$ cat src/rtl/vliw_bundle_packer.sv
// Issue-side packer: folds a scalar 16-bit instruction stream into two-slot VLIW bundles
// of one arithmetic op (instr1) followed by one load/store op (instr2).
module vliw_bundle_packer #(
    parameter int unsigned IDLE_LIMIT = 4
) (
    input  logic        clk,
    input  logic        rst_n,
    input  logic        in_valid,
    input  logic [15:0] in_instr,
    output logic        in_ready,
    input  logic        flush,
    output logic        out_valid,
    output logic [15:0] out_instr1,
    output logic [15:0] out_instr2,
    input  logic        out_ready
);

    localparam int unsigned IW = (IDLE_LIMIT > 0) ? $clog2(IDLE_LIMIT + 1) : 1;
    localparam logic [IW-1:0] IdleMax = IW'(IDLE_LIMIT);

    logic [15:0]   p1_q, p1_d, p2_q, p2_d;
    logic          has1_q, has1_d, has2_q, has2_d;
    logic          fl_q, fl_d;
    logic [IW-1:0] idle_q, idle_d;

    logic out_free, accept, is_nop, is_mem, is_arith, hazard;
    logic pend_any, close_first, idle_hit, auto_close, do_close;

    always_comb begin
        out_free = !out_valid || out_ready;
        in_ready = out_free && !fl_q;
        accept   = in_valid && in_ready;
        is_nop   = (in_instr == 16'h0000);
        // opcodes 000 and 100 are the memory class
        is_mem   = !is_nop && (in_instr[14:13] == 2'b00);
        is_arith = !is_nop && !is_mem;
        hazard   = has1_q && (in_instr[12:10] == p1_q[12:10]);
        pend_any = has1_q || has2_q;

        close_first = accept && ((is_arith && pend_any) || (is_mem && (has2_q || hazard)));
        idle_hit    = (IDLE_LIMIT != 0) && (idle_q == IdleMax);
        auto_close  = !accept && out_free && pend_any &&
                      ((has1_q && has2_q) || fl_q || idle_hit);
        do_close    = close_first || auto_close;
    end

    always_comb begin
        p1_d   = p1_q;
        p2_d   = p2_q;
        has1_d = has1_q;
        has2_d = has2_q;
        if (do_close) begin
            has1_d = 1'b0;
            has2_d = 1'b0;
        end
        if (accept && is_arith) begin
            p1_d   = in_instr;
            has1_d = 1'b1;
        end
        if (accept && is_mem) begin
            p2_d   = in_instr;
            has2_d = 1'b1;
        end

        fl_d = fl_q;
        if (flush) begin
            fl_d = 1'b1;
        end else if (fl_q && (do_close || !pend_any)) begin
            fl_d = 1'b0;
        end

        idle_d = idle_q;
        if (accept || do_close || !pend_any) begin
            idle_d = '0;
        end else if (idle_q != IdleMax) begin
            idle_d = idle_q + IW'(1);
        end
    end

    always_ff @(posedge clk or negedge rst_n) begin
        if (!rst_n) begin
            p1_q   <= 16'h0000;
            p2_q   <= 16'h0000;
            has1_q <= 1'b0;
            has2_q <= 1'b0;
            fl_q   <= 1'b0;
            idle_q <= '0;
        end else begin
            p1_q   <= p1_d;
            p2_q   <= p2_d;
            has1_q <= has1_d;
            has2_q <= has2_d;
            fl_q   <= fl_d;
            idle_q <= idle_d;
        end
    end

    // A close always wins over a dequeue: the new bundle replaces the departing one.
    always_ff @(posedge clk or negedge rst_n) begin
        if (!rst_n) begin
            out_valid  <= 1'b0;
            out_instr1 <= 16'h0000;
            out_instr2 <= 16'h0000;
        end else if (do_close) begin
            out_valid  <= 1'b1;
            out_instr1 <= has1_q ? p1_q : 16'h0000;
            out_instr2 <= has2_q ? p2_q : 16'h0000;
        end else if (out_ready) begin
            out_valid  <= 1'b0;
        end
    end

endmodule

$ cat config.mk
export PLATFORM = sky130hd
export DESIGN_NAME = vliw_bundle_packer
export DESIGN_NICKNAME = d
export VERILOG_FILES = /design/src/rtl/vliw_bundle_packer.sv
export SDC_FILE = /design/constraint.sdc
export NUM_CORES = 1
export LEC_CHECK = 0
export BUFFER_PORTS_ARGS = -buffer_cell sky130_fd_sc_hd__buf_2
export CORE_MARGIN = 8
export CORE_UTILIZATION = 35
export DETAILED_ROUTE_END_ITERATION = 10
export PLACE_DENSITY = 0.61
export SKIP_CTS_REPAIR_TIMING = 1
export SYNTH_ARGS = -nofsm -noshare
export SYNTH_HDL_FRONTEND = slang
export SYNTH_SLANG_ARGS = --single-unit
$ cat constraint.sdc
create_clock -name clk -period 2.58 [get_ports clk]
set_clock_uncertainty 0.05 [all_clocks]
set_input_delay 0.129 -clock clk [delete_from_list [all_inputs] [get_ports clk]]
set_output_delay 0.129 -clock clk [all_outputs]
set_load 0.05 [all_outputs]
==> results of run 1 <==
routing by layer:
layer	global-route usage, %	wire (um)	up-vias
met2	18.7	3110	34
met3	3.55	305	7
li1	-	-	1009
met1	14.9	3140	1019
met5	0	0	-
met4	4.85	79	0
how the worst max path moves through the flow:
stage          cells past startpoint  slack, ns        endpoint       from
2_1_floorplan                      8       0.71       out_valid  idle_q[0]
3_3_place_gp                       8      -0.04  out_instr1[11]  idle_q[0]
3_5_place_dp                       8      -0.10   out_instr1[9]  idle_q[0]
4_1_cts                            8      -0.16   out_instr1[9]  idle_q[0]
5_1_grt                            8       0.33   out_instr2[4]  idle_q[0]
6_report                           8       0.51   out_instr2[9]  idle_q[0]
registers in the layout (all words and copies together) (netlist names):
| name | count |
|---|---|
| p1_q | 16 |
| idle_q | 3 |
| out_valid | 1 |
| has2_q | 1 |
| has1_q | 1 |
| out_instr2 | 16 |
| fl_q | 1 |
| out_instr1 | 16 |
| p2_q | 16 |
tightest hold or removal path, cell delays in order:
cell,delay [ns]
buf_2,0.11
nand2_1,0.07
nand2_1,0.05
synth_stat cells (all sizes together) (2+ instances only):
master / instances
o21ai: 5
nand3: 2
nor4: 3
ha: 2
and2: 3
nand2: 41
xor2: 3
a211oi: 2
mux2i: 33
inv: 35
buf: 6
mux2: 28
nor3: 4
o22ai: 2
nor2: 6
clkbuf: 4
dfrtp: 71
final cells by class:
type	instances	area share, %
clock buffer	13	4.21
clock inverter	3	0.464
inverter	35	3.48
multi-input combinational	146	29.6
sequential	71	47.1
tap	108	3.58
timing repair buffer	75	11.5
cells by family after synthesis:
group	after synthesis	synth area share, %
xor+xnor	4	1.13
mux	61	20.7
flops	71	57.1
compound gates	13	2.89
buf+inv	45	7.23
simple gates	65	9.80
fa+ha+maj	3	1.16
through the flow:
step / setup WS, ns / setup TNS, ns / utilization, %
after floorplan: 0.708 / 0 / -
after global routing: 0.334 / 0 / 43.5
after CTS: -0.156 / -2.19 / 42.8
final: 0.514 / 0 / 43.5
after global placement: -0.0380 / -0.558 / 40.8
after detailed placement: -0.100 / -1.32 / 40.8
report_power, final:
part	internal (uW)	switching (uW)
clock	399	399
sequential	1580	249
combinational	803	1440
total	2780	2080
==> out/results.tsv, run 1 <==
stage	metric	value	unit
cells_and_area	syn_to_final_growth	21.2	%
global_route	gr-total-overflow	0	
critical_path	crit_path_top_delay_cell	dfrtp_1	
critical_path	crit_type	register to register	
place	place_area	3540	um2
synthesis	synth_top_area_cell	dfrtp_1	
synthesis	postSynthCellCount	262	
route	drc	0	
synthesis	synthesis.area	3110	um2
min_path	worstHoldStart	in_instr[14]	
critical_path	cp_max_fo	17	
floorplanning	die_w	110	um
synthesis	synth_flop_cell	dfrtp_1	
clock_network	cts_num_sinks	71	
critical_path	rr_endpoint	out_instr2[9]	
floorplanning	core	8680	um2
pwr	ir_drop	0.000506	V
synthesis	synth.distinct_cells	40	
route	dr.pass1.iters	4	
clock_network	cts_root_buffer	clkbuf_8	
critical_path	cp-end-kind	register	
route	via_per_inst	4.59	
synthesis	ys_ff_latch	71	
timing	drv_slew	0	
run_status	status	finished, final reports clean	
pwr	total_power	4860	uW
global_route	grt_max_degree	72	
critical_path	reg2reg_depth	8	
pwr	p_leak	0.00183	uW
route	ant_nets	0	
floorplanning	die_area	12200	um2
critical_path	path_cells	inv_1, ha_1, a21o_1, maj3_2, o21ai_2, nor3_4, buf_4, mux2i_1	
place	gp_congestion	0.696	
synthesis	syn_avg_cell_area	11.9	um2
place	post-dp-hpwl	4720	um
clock_network	cts_max_path_buffers	2	
place	placed_cells	428	
timing	setup_viol	0	
critical_path	critPathRequiredTime	2.79	ns
clock_network	h-tree-depth	3	
run	cap_violations	0	
timing	relSlewSlack	40.2	%
timing	whs	0.000110	ns
cells_and_area	antennaDiodeCount	0	
critical_path	r2r_setup_slack	0.51	ns
floorplanning	ioPinCount	55	
clock_network	cts_buffers	9	
synthesis	yosysSeqAreaShare	57.1	%
min_path	min_path_type	input port to register	
clock_network	cts_tree	built	
place	io_buffers	54	
min_path	hold_depth	3	
floorplanning	die_h	110	um
route	wire_per_inst	14.7	um
synthesis	synth_top_area_share	57.1	%
route	drtIter0Drc	56	
synthesis	async_reset_ff_share	100	%
route	vias	2069	
timing	period_minus_slack	2.07	ns
cells_and_area	multiInputGateArea	1120	um2
global_route	grt_pass1_vias	2267	
clock_network	clk_pin_slew	0.07	ns
critical_path	critPathMaxStageDelay	0.38	ns
cells_and_area	drive_gt1_share	36.2	%
timing	worst_pin_slew	0.896	ns
synthesis	synth.net_count	285	
global_route	grt_pass1_wl	11100	um
cells_and_area	final_cell_mix	dfrtp_1 (71), buf_2 (53), nand2_1 (40)	
clock_network	worstSkewPairLatency	0.34	ns
timing	hold_violations	0	
floorplanning	start_util	35.9	%
cells_and_area	num-fill-cells	869	
synthesis	synth_edf_count	0	
global_route	grtUsageTotal	11.9	%
synthesis	ys_top_cells_by_area	dfrtp_1 (57%), mux2i_1 (11%), mux2_2 (10%), nand2_1 (4.8%), inv_1 (4.2%)	
cells_and_area	stdcell_area	3770	um2
cells_and_area	mostFrequentLayoutCell	dfrtp_1	
critical_path	r2r_start	idle_q[0]	
critical_path	worst_ep_arrival_time	2.27	ns
cells_and_area	fin_cells	451	
timing	rsz0062_at_grt	false	
critical_path	path_buf_inv	2	
global_route	antenna_found_initial	0	
min_path	worstHoldEndpoint	p1_q[14]	
floorplanning	rows	34	
cells_and_area	ff_latch_area	1780	um2
timing	clock.fmax	484	MHz
critical_path	setup.worst_path.start_class	register	
synthesis	ys_warn_count	0	
pwr	p_per_area	1290	nW/um2
cells_and_area	fin_nets	361	
critical_path	critical_path.top_delay_family	buffers and inverters	
route	routed_wl	6630	um
timing	timing.final.crit_share	80.1	%
(Power assumes the default switching activity.)
==> run 2, diff against run 1 <==
Settings changed: ABC_AREA set to 1, PLACE_DENSITY 0.61 to 0.63.
Clock period 2.58 ns to 1.9 ns, I/O delays scaled along.
==> out/results.tsv, run 2 <==
stage	metric	value	unit	change
clock_network	cts_tree	built		unchanged
critical_path	crit_type	register to register		unchanged
synthesis	ys_ff_latch	71		unchanged
critical_path	setup.worst_path.start_class	register		unchanged
cells_and_area	fin_nets	487		was 361
cells_and_area	drive_gt1_share	18.6	%	was 36.2%
critical_path	reg2reg_depth	9		was 8
synthesis	synthesis.area	3240	um2	was 3110 um2
critical_path	r2r_setup_slack	0.18	ns	was 0.51 ns
timing	setup_viol	0		unchanged
global_route	grt_max_degree	37		was 72
timing	relSlewSlack	63.0	%	was 40.2%
global_route	grtUsageTotal	12.5	%	was 11.9%
pwr	ir_drop	0.000366	V	was 0.000506 V
place	post-dp-hpwl	5430	um	was 4720 um
cells_and_area	syn_to_final_growth	19.9	%	was 21.2%
critical_path	critical_path.top_delay_family	simple AND/OR/NAND/NOR gates		was buffers and inverters
global_route	gr-total-overflow	0		unchanged
min_path	worstHoldEndpoint	p1_q[8]		was p1_q[14]
synthesis	synth_most_common_cell	nand2_1		was dfrtp_1
route	via_per_inst	4.54		was 4.59
synthesis	synth.net_count	423		was 285
cells_and_area	antennaDiodeCount	0		unchanged
route	vias	2626		was 2,069
run_status	violations	negative hold slack		
timing	hold_violations	2		was 0
synthesis	synth.distinct_cells	23		was 40
timing	period_minus_slack	1.72	ns	was 2.07 ns
synthesis	synth_top_area_cell	dfrtp_1		unchanged
critical_path	path_buf_inv	1		was 2
critical_path	cp_max_fo	36		was 17
timing	whs	-0.0132	ns	was 0.000110 ns
cells_and_area	mostFrequentLayoutCell	nand2_1		was dfrtp_1
synthesis	postSynthCellCount	400		was 262
clock_network	cts_root_buffer	clkbuf_8		unchanged
place	place_ws	0.0915	ns	was -0.100 ns
route	ant_nets	0		unchanged
critical_path	r2r_start	idle_q[0]		unchanged
floorplanning	die_h	112	um	was 110 um
run_status	status	finished, violations left		was finished, final reports clean
clock_network	worstSkewPairLatency	0.33	ns	was 0.34 ns
clock_network	h-tree-depth	3		unchanged
route	dr.pass1.iters	4		unchanged
min_path	hold_depth	3		unchanged
min_path	min_path_type	input port to register		unchanged
clock_network	cts_max_path_buffers	2		unchanged
route	drtIter0Drc	133		was 56
timing	drv_slew	0		unchanged
clock_network	cts_buffers	9		unchanged
global_route	grt_pass1_wl	12700	um	was 11,100 um
timing	clock.fmax	581	MHz	was 484 MHz
timing	rsz0062_at_grt	false		unchanged
pwr	p_leak	0.00238	uW	was 0.00183 uW
clock_network	clk_pin_slew	0.07	ns	about the same
floorplanning	start_util	35.6	%	was 35.9%
synthesis	ys_warn_count	0		unchanged
synthesis	syn_avg_cell_area	8.10	um2	was 11.9 um2
pwr	p_per_area	1590	nW/um2	was 1290 nW/um2
cells_and_area	ff_latch_area	1780	um2	unchanged
floorplanning	die_area	12600	um2	was 12,200 um2
cells_and_area	final_cell_mix	nand2_1 (155), dfrtp_1 (71), inv_1 (58)		was dfrtp_1 (71), buf_2 (53), nand2_1 (40)
synthesis	synth_common_cells	nand2_1 (155), dfrtp_1 (71), inv_1 (58)		was dfrtp_1 (71), nand2_1 (40), inv_1 (35)
synthesis	yosysSeqAreaShare	54.8	%	was 57.1%
place	gp_congestion	0.827		was 0.696
global_route	grt_pass1_vias	2704		was 2,267
critical_path	path_cells	inv_1, ha_1, nand2_1, nand3_1, nand3_2, nand2_4, nand2_8, nand2_1, nand2_1		was inv_1, ha_1, a21o_1, maj3_2, o21ai_2, nor3_4, buf_4, mux2i_1
route	drc	0		unchanged
critical_path	rr_endpoint	out_instr2[9]		unchanged
floorplanning	core	9110	um2	was 8680 um2
critical_path	crit_path_top_delay_cell	dfrtp_1		unchanged
floorplanning	die_w	112	um	was 110 um
timing	final.setup.tns	0	ns	unchanged
run	cap_violations	0		unchanged
cells_and_area	multiInputGateArea	1120	um2	unchanged
critical_path	cp-end-kind	register		unchanged
route	wire_per_inst	12.7	um	was 14.7 um
route	routed_wl	7310	um	was 6630 um
cells_and_area	num-fill-cells	943		was 869
global_route	antenna_found_initial	0		unchanged
timing	worst_pin_slew	0.555	ns	was 0.896 ns
synthesis	synth_edf_count	0		unchanged
synthesis	synth_flop_cell	dfrtp_1		unchanged
critical_path	crit_path_frequent_cell	nand2_1		
timing	timing.final.crit_share	90.6	%	was 80.1%
synthesis	synth_top_area_share	54.8	%	was 57.1%
critical_path	critPathRequiredTime	2.07	ns	was 2.79 ns
critical_path	worst_ep_arrival_time	1.90	ns	was 2.27 ns
place	io_buffers	54		unchanged
floorplanning	ioPinCount	55		unchanged
critical_path	critPathMaxStageDelay	0.38	ns	about the same
timing	layout_setup_ws	0.178	ns	was 0.514 ns
synthesis	ys_top_cells_by_area	dfrtp_1 (55%), nand2_1 (18%), inv_1 (6.7%), nand3_1 (5.4%), o21ai_0 (3.2%)		was dfrtp_1 (57%), mux2i_1 (11%), mux2_2 (10%), nand2_1 (4.8%), inv_1 (4.2%)
floorplanning	rows	35		was 34
clock_network	cts_num_sinks	71		unchanged
min_path	worstHoldStart	in_instr[8]		was in_instr[14]
synthesis	async_reset_ff_share	100	%	unchanged
run 2: cell types whose count changed in the layout (fill, tap and decap cells not counted), sizes merged, moves of 3 or more:
cell	before	now
and2	3	0
nand2	41	159
mux2i	33	0
dlygate4sd3	2	9
nand3	2	36
nor2	6	18
o21ai	5	28
buf	73	62
inv	35	61
a21oi	1	4
mux2	28	0
nor3	4	0
nor4	3	0
run 2: cell type report:
cell class                 instances  share of cell area (%)
sequential                        71                    45.7
multi-input combinational        250                    28.8
timing repair buffer              71                    11.8
inverter                          61                    5.89
clock buffer                      13                    4.09
tap                              111                    3.57
clock inverter                     1                   0.129
run 2: metal layers:
layer	track usage (%)	share of wire (%)
met5	0	0
met4	6.83	2.1
met3	2.74	3.9
met2	20.3	47
met1	15.2	47
run 2: through the flow:
step	total power [uW]	cells	instance area, um2	hold WS, ns	utilization (%)
after floorplan	4540	400	3240	-0.251	-
after global placement	5110	555	3620	0.0632	39.8
after detailed placement	5180	555	3620	0.0640	39.8
after CTS	6240	569	3790	-0.306	41.6
after global routing	6660	578	3880	0.00568	42.7
final	6190	578	3880	-0.0132	42.7
run 2: worst register-to-register path, cell delays in order, from the launching register on:
cell,delay [ns]
dfrtp_1,0.38
inv_1,0.10
ha_1,0.17
nand2_1,0.11
nand3_1,0.11
nand3_2,0.10
nand2_4,0.21
nand2_8,0.20
nand2_1,0.12
nand2_1,0.06
run 2: power breakdown:
group	internal, uW	switching (uW)	leakage [uW]	total (uW)
sequential	2100	371	0.000929	2470
clock	530	509	0.0000854	1040
combinational	711	1970	0.00136	2680
total	3340	2850	0.00238	6190
run 2: cell families (layout without fill, tap and decap cells):
logic type / after synthesis / count (layout) / synth area share, %
adders and majority gates: 2 / 2 / 0.772
AOI/OAI and AO/OA: 33 / 33 / 5.33
DFF: 71 / 71 / 54.8
xor gates and xnor gates: 2 / 2 / 0.541
buffers and inverters: 79 / 146 / 10.9
and+or+nand+nor: 213 / 213 / 27.6
run 2: how the worst max path moves through the flow:
stage                          end  cells after the start      start
finish               out_instr2[9]                      9  idle_q[0]
global route        out_instr2[14]                      9  idle_q[0]
CTS                  out_instr2[9]                      9  idle_q[0]
detailed placement   out_instr1[8]                      9  idle_q[0]
global placement            has1_q                      9  idle_q[0]
floorplan                  p1_q[5]                      9  out_valid
